--- src/rtl/perm_gen.sv ---
`default_nettype none
// ============================================================================
//  Module   : perm_gen
//  Purpose  : Random-permutation engine. Holds a table of 2^N_LOG2 index
//             entries and rebuilds it to identity (INIT) or applies a
//             Fisher-Yates shuffle driven by a 16-bit Galois LFSR (SHUFFLE).
//             Serves a registered table read port and raw random words.
//  Revision : 1.0 - initial release
// ============================================================================
module perm_gen #(
  parameter int N_LOG2 = 5
) (
  input  logic              clk,
  input  logic              rst,
  input  logic              start_i,
  input  logic              mode_i,
  input  logic              seed_load_i,
  input  logic [15:0]       seed_i,
  output logic              busy_o,
  output logic              done_o,
  input  logic [N_LOG2-1:0] raddr_i,
  output logic [N_LOG2-1:0] rdata_o,
  input  logic              rnd_req_i,
  output logic [15:0]       rnd_o
);

  localparam int          c_depth     = 1 << N_LOG2;
  localparam logic [15:0] c_seed_dflt = 16'hACE1;
  localparam logic [15:0] c_lfsr_taps = 16'hB400;

  typedef enum logic [1:0] {
    S_IDLE = 2'd0,
    S_INIT = 2'd1,
    S_PICK = 2'd2,
    S_DONE = 2'd3
  } state_t;

  state_t              r_state;
  state_t              w_state_next;

  logic [15:0]         r_lfsr;
  logic [N_LOG2-1:0]   r_i;
  logic [N_LOG2-1:0]   r_perm [c_depth];
  logic [N_LOG2-1:0]   r_rdata;

  logic [15:0]         w_lfsr_next;
  logic [15:0]         w_seed;
  logic [N_LOG2-1:0]   w_mask;
  logic [N_LOG2-1:0]   w_j;
  logic                w_accept;
  logic                w_lfsr_step;
  logic                w_load_seed;
  logic                w_start_pick;
  logic                w_do_init;
  logic                w_do_swap;

  // Galois right-shift LFSR step; zero seeds would lock the LFSR, so swap in the default
  assign w_lfsr_next = {1'b0, r_lfsr[15:1]} ^ (r_lfsr[0] ? c_lfsr_taps : 16'h0000);
  assign w_seed      = (seed_i == 16'h0000) ? c_seed_dflt : seed_i;

  // Smallest all-ones mask covering i: bit b is set if any bit at or above b of i is set
  generate
    for (genvar b = 0; b < N_LOG2; b++) begin : g_mask
      assign w_mask[b] = |r_i[N_LOG2-1:b];
    end
  endgenerate

  assign w_j      = r_lfsr[N_LOG2-1:0] & w_mask;
  assign w_accept = (w_j <= r_i);

  // State register
  always_ff @(posedge clk) begin
    if (rst) begin
      r_state <= S_IDLE;
    end else begin
      r_state <= w_state_next;
    end
  end

  // Next-state decode, datapath strobes and status outputs
  always_comb begin
    w_state_next = r_state;
    w_lfsr_step  = 1'b0;
    w_load_seed  = 1'b0;
    w_start_pick = 1'b0;
    w_do_init    = 1'b0;
    w_do_swap    = 1'b0;
    busy_o       = 1'b0;
    done_o       = 1'b0;
    case (r_state)
      S_IDLE: begin
        if (start_i) begin
          if (mode_i) begin
            w_state_next = S_PICK;
            w_start_pick = 1'b1;
            w_load_seed  = seed_load_i;
          end else begin
            w_state_next = S_INIT;
          end
        end else if (rnd_req_i) begin
          w_lfsr_step = 1'b1;
        end
      end
      S_INIT: begin
        busy_o       = 1'b1;
        w_do_init    = 1'b1;
        w_state_next = S_DONE;
      end
      S_PICK: begin
        busy_o      = 1'b1;
        w_lfsr_step = 1'b1;
        w_do_swap   = w_accept;
        if (w_accept && (r_i == N_LOG2'(1))) begin
          w_state_next = S_DONE;
        end
      end
      S_DONE: begin
        done_o       = 1'b1;
        w_state_next = S_IDLE;
      end
      default: begin
        w_state_next = S_IDLE;
      end
    endcase
  end

  // Table, index counter, LFSR and registered read port
  always_ff @(posedge clk) begin
    if (rst) begin
      r_lfsr  <= c_seed_dflt;
      r_i     <= '0;
      r_rdata <= '0;
      for (int k = 0; k < c_depth; k++) begin
        r_perm[k] <= N_LOG2'(k);
      end
    end else begin
      // Read sees pre-update contents, so during PICK it returns pre-swap data
      r_rdata <= r_perm[raddr_i];

      if (w_load_seed) begin
        r_lfsr <= w_seed;
      end else if (w_lfsr_step) begin
        r_lfsr <= w_lfsr_next;
      end

      if (w_start_pick) begin
        r_i <= '1;
      end else if (w_do_swap) begin
        r_i <= r_i - N_LOG2'(1);
      end

      if (w_do_init) begin
        for (int k = 0; k < c_depth; k++) begin
          r_perm[k] <= N_LOG2'(k);
        end
      end else if (w_do_swap) begin
        // When j == i both writes carry the same value, leaving the entry intact
        r_perm[r_i] <= r_perm[w_j];
        r_perm[w_j] <= r_perm[r_i];
      end
    end
  end

  assign rdata_o = r_rdata;
  assign rnd_o   = r_lfsr;

endmodule
`default_nettype wire
--- config.mk ---
export PLATFORM = sky130hd
export DESIGN_NAME = perm_gen
export DESIGN_NICKNAME = d
export VERILOG_FILES = /design/src/rtl/perm_gen.sv
export SDC_FILE = /design/constraint.sdc
export NUM_CORES = 1
export LEC_CHECK = 0
export CORE_MARGIN = 3
export CORE_UTILIZATION = 37
export CTS_BUF_LIST = sky130_fd_sc_hd__clkbuf_2
export CTS_CLUSTER_SIZE = 40
export DETAILED_ROUTE_END_ITERATION = 8
export GPL_TIMING_DRIVEN = 1
export PLACE_DENSITY_LB_ADDON = 0.08
export SKIP_LAST_GASP = 1
export SYNTH_ARGS = -nofsm -noshare
export SYNTH_HDL_FRONTEND = slang
export SYNTH_SLANG_ARGS = --single-unit
--- constraint.sdc ---
create_clock -name clk -period 4.75 [get_ports clk]
set_clock_uncertainty 0.15 [all_clocks]
set_input_delay 0.7125 -clock clk [delete_from_list [all_inputs] [get_ports clk]]
set_output_delay 0.7125 -clock clk [all_outputs]
set_load 0.02 [all_outputs]
==> summary.md <==
| Metric | Value |
|---|---|
| Result of the run | `finished clean` |
| Share of final-layout standard cells stronger than drive strength 1 | `19.7%` |
| Grt ovf | `0` |
| Via Count | `12,200` |
| Wire length of the first global-routing pass | `84,200 µm` |
| Number of enable flip-flop cells after synthesis | `160` |
| Final net count | `1,226` |
| Number of antenna violations at the first check in global routing | `2` |
| Via count normalized by instance count | `7.36` |
| Arrival time worst endpoint | `4.96 ns` |
| Total of buffers placed on input and output ports | `49` |
| Startpoint types | `flip-flop` |
| Number of DRC markers after the initial detailed-route iteration | `2,098` |
| Max-slew violations | `0` |
| Final period utilization | `94.2%` |
| Most used standard cell by instance count after synthesis | `edfxtp_1` |
| Total nets after synthesis | `1,232` |
| Tightest Hold Check Type | `input port to flip-flop` |
| Mean area per synthesized cell | `11.1 µm²` |
| Standby leakage power | `4.09 nW` |
| Power Total | `10.2 mW` |
| Clk Tree Root Cell | `clkbuf_2` |
| Post-synthesis cell type with the largest combined area | `edfxtp_1` |
| Count of buffer and inverter cells on the critical path | `4` |
| Quantity of gates resized following cts | `0` |
| Core outline area | `34,900 µm²` |
| Total die area | `38,000 µm²` |
| Post-CTS setup buffer count | `0` |
| Placement row count | `68` |
| Global router's overall resource usage | `30.2%` |
| TritonCTS sink count | `193` |
| Clock latency at the later pin of the worst-skew pair | `0.91 ns` |
| Slack of the worst reg-to-reg path | `0.28 ns` |
| Maximum clock path buffer count | `2` |
| Pre-antenna DRT Iters | `6` |
| Launching point of the worst reg2reg path | `r_i[1]` |
| Kind of cell adding the most delay to the critical path | `buffers and inverters` |
| Synthesized instance count | `1,192` |
| TritonCTS clock tree | `yes` |
| Clock transition at the registers of the reported paths | `0.33 ns` |
| Largest driver fanout on the critical path | `21` |
| Slowest stage delay, CP | `0.97 ns` |
| H-tree level count | `4` |
| Overall routed net length | `58,300 µm` |
| Number of storage elements in the synthesis netlist | `193` |
| Slowest cell on the critical path | `a2111oi_0` |
| Total setup violations reported at the end of the flow | `0` |
| Fill cells | `3,381` |
| Global placer's final weighted congestion | `0.975` |
| Maximum frequency from static timing analysis | `224 MHz` |
| Endpoint class of the critical path | `flip-flop` |
| Area Overhead vs Synth | `10.4%` |
| Crit path top cell by count | `buf_4` |
| Count of different cell masters after synthesis | `64` |
| Critical path data required time | `5.24 ns` |
| Aggregate negative setup slack | `0 ns` |
| Synth warn | `0` |
| DP Wirelength | `40,800 µm` |
| Slew @ Worst Pin | `1.21 ns` |
| Leading post-synthesis cells by instance count | `edfxtp_1 (160), mux4_2 (100), o22ai_1 (87), clkbuf_1 (78), nand3_1 (77)` |
| Unrepaired setup endpoints after global routing | `no` |
| Portion of the post-synthesis area used by sequential elements | `41.4%` |
| Horizontal die dimension | `195 µm` |
| DRC errors left | `0` |
| Worst Hold Depth | `3` |
| Depth of the worst register-to-register path | `11` |
| Number of global-route vias before repair | `11,500` |
| Async S/R FF share, synth | `0%` |
| Yosys top cell area share | `36.4%` |
| List of cells traversed by the critical path | `inv_1 > ha_1 > nor4b_4 > nor2_2 > inv_2 > buf_4 > mux2_2 > a2111oi_0 > and4_1 > buf_4 > o22ai_1` |
| Starting density of the core | `37.9%` |
| Count of hold-fix buffers inserted at cts | `0` |
| VDD IR-drop max | `0.381 mV` |
| Fin crit period | `4.47 ns` |
| End of the worst register-to-register path | `r_perm[16][1]` |
| Register area | `5470 µm²` |
| Rel. slew slack | `19.6%` |
| Routed length per placed instance | `35.2 µm` |
| Total CTS buffers | `17` |
| Ranking of synthesized cells by area | `edfxtp_1 (36%), mux4_2 (17%), dfxtp_1 (5.0%), o22ai_1 (4.1%), a22oi_1 (3.9%)` |
| Synthesized area | `13,200 µm²` |
| Area of combinational cells with multiple inputs | `7190 µm²` |
| Number of I/O pins | `50` |
| Worst Path Class, Setup | `flip-flop to flip-flop` |
| Pin count of the biggest net entering global routing | `67` |
| Hold path endpoint | `rnd_o[3]` |
| Floorplan die height | `195 µm` |
| Power per unit of standard cell area | `696 nW/µm²` |
| Number of nets with antenna violations after detailed routing | `0` |
| Min-delay src | `seed_i[3]` |
| Max-cap check violation count | `0` |
| Final Hold Viols | `0` |
| Prevailing post-synth register cell | `edfxtp_1` |
## worst reg2reg max path, cell delays in order (launching register included)
cell and delay (ns):
dfxtp_1 0.43, inv_1 0.15, ha_1 0.23, nor4b_4 0.33, nor2_2 0.11, inv_2 0.37
buf_4 0.27, mux2_2 0.36, a2111oi_0 0.97, and4_1 0.34, buf_4 0.38, o22ai_1 0.15
## logic make-up after synthesis
family | after synthesis | synth area share (%)
AO/OA/AOI/OAI | 438 | 22.4
multiplexers | 131 | 19.6
AND/OR/NAND/NOR | 264 | 9.94
buffers and inverters | 146 | 4.97
adder cells (fa/ha/maj) | 13 | 1.23
flip-flops | 193 | 41.4
XOR/XNOR | 7 | 0.464
## registers in the layout, summed over array words and instances, names as in the netlist, named ones only
signal / count
r_perm: 160
r_state: 2
rnd_o: 16
rdata_o: 5
r_i: 5
## report_power, final
group / total [mW] / switching, mW / internal [mW]
sequential: 2.63 / 0.468 / 2.16
clock: 0.986 / 0.670 / 0.317
combinational: 6.54 / 4.48 / 2.06
total: 10.2 / 5.61 / 4.54
## cell usage in the layout, fill, tap and decap left out, types with 6 or more instances in the layout
cell and n:
and4_1 8, a21oi_1 58, a32oi_1 8, nor2_1 59, nand2_1 57, buf_4 51
o211ai_1 60, a22oi_1 69, a2111oi_0 16, dfxtp_1 30, a211o_1 8, clkbuf_2 17
nor3_1 18, nand4_1 12, clkdlybuf4s50_1 47, mux4_2 100, inv_1 7, buf_12 8
edfxtp_1 160, ha_1 13, a211oi_1 37, o21ai_0 63, inv_6 6, nand3_1 77
o22ai_1 87, mux2_2 20
## per-layer routing
| layer | wire, µm | vias to the layer above | global-route usage [%] |
|---|---|---|---|
| li1 | - | 4946 | - |
| met4 | 2250 | 2 | 10.4 |
| met2 | 26000 | 1005 | 45.5 |
| met1 | 22800 | 6092 | 43.3 |
| met3 | 7110 | 143 | 6.54 |
| met5 | 17 | - | 0 |
## area by class of cell
type / instances / share of cell area [%]
Clock buffer: 17 / 0.583
Timing Repair Buffer: 108 / 7.02
Sequential cell: 193 / 37.5
Tap cell: 455 / 3.90
Antenna cell: 3 / 0.0515
Multi-Input combinational cell: 853 / 49.3
Clock inverter: 14 / 1.32
Inverter: 13 / 0.335
## metrics by stage
step / cells / hold slack (ns) / area, µm² / setup slack (ns) / utilization [%]
floorplan: 1192 / 0.334 / 13200 / 0.853 / -
global placement: 1622 / 0.332 / 14300 / 0.407 / 41.0
detailed placement: 1622 / 0.330 / 14300 / 0.339 / 41.0
CTS: 1653 / 0.196 / 14600 / 0.347 / 41.8
global route: 1654 / 0.187 / 14600 / 0.117 / 41.8
finish: 1656 / 0.255 / 14600 / 0.277 / 41.8
## how the worst max path moves through the flow
stage	startpoint	to	slack (ns)	depth (start not counted)
final	r_i[1]	r_perm[16][1]	0.28	11
after floorplan	r_i[4]	r_perm[21][0]	0.85	13
after detailed placement	r_i[1]	r_perm[2][1]	0.34	11
after global routing	r_i[1]	r_perm[2][1]	0.12	11
after global placement	r_i[1]	r_perm[2][1]	0.41	11
after CTS	r_i[1]	r_perm[2][1]	0.35	11
No activity file was read; power rests on OpenSTA's default activity.
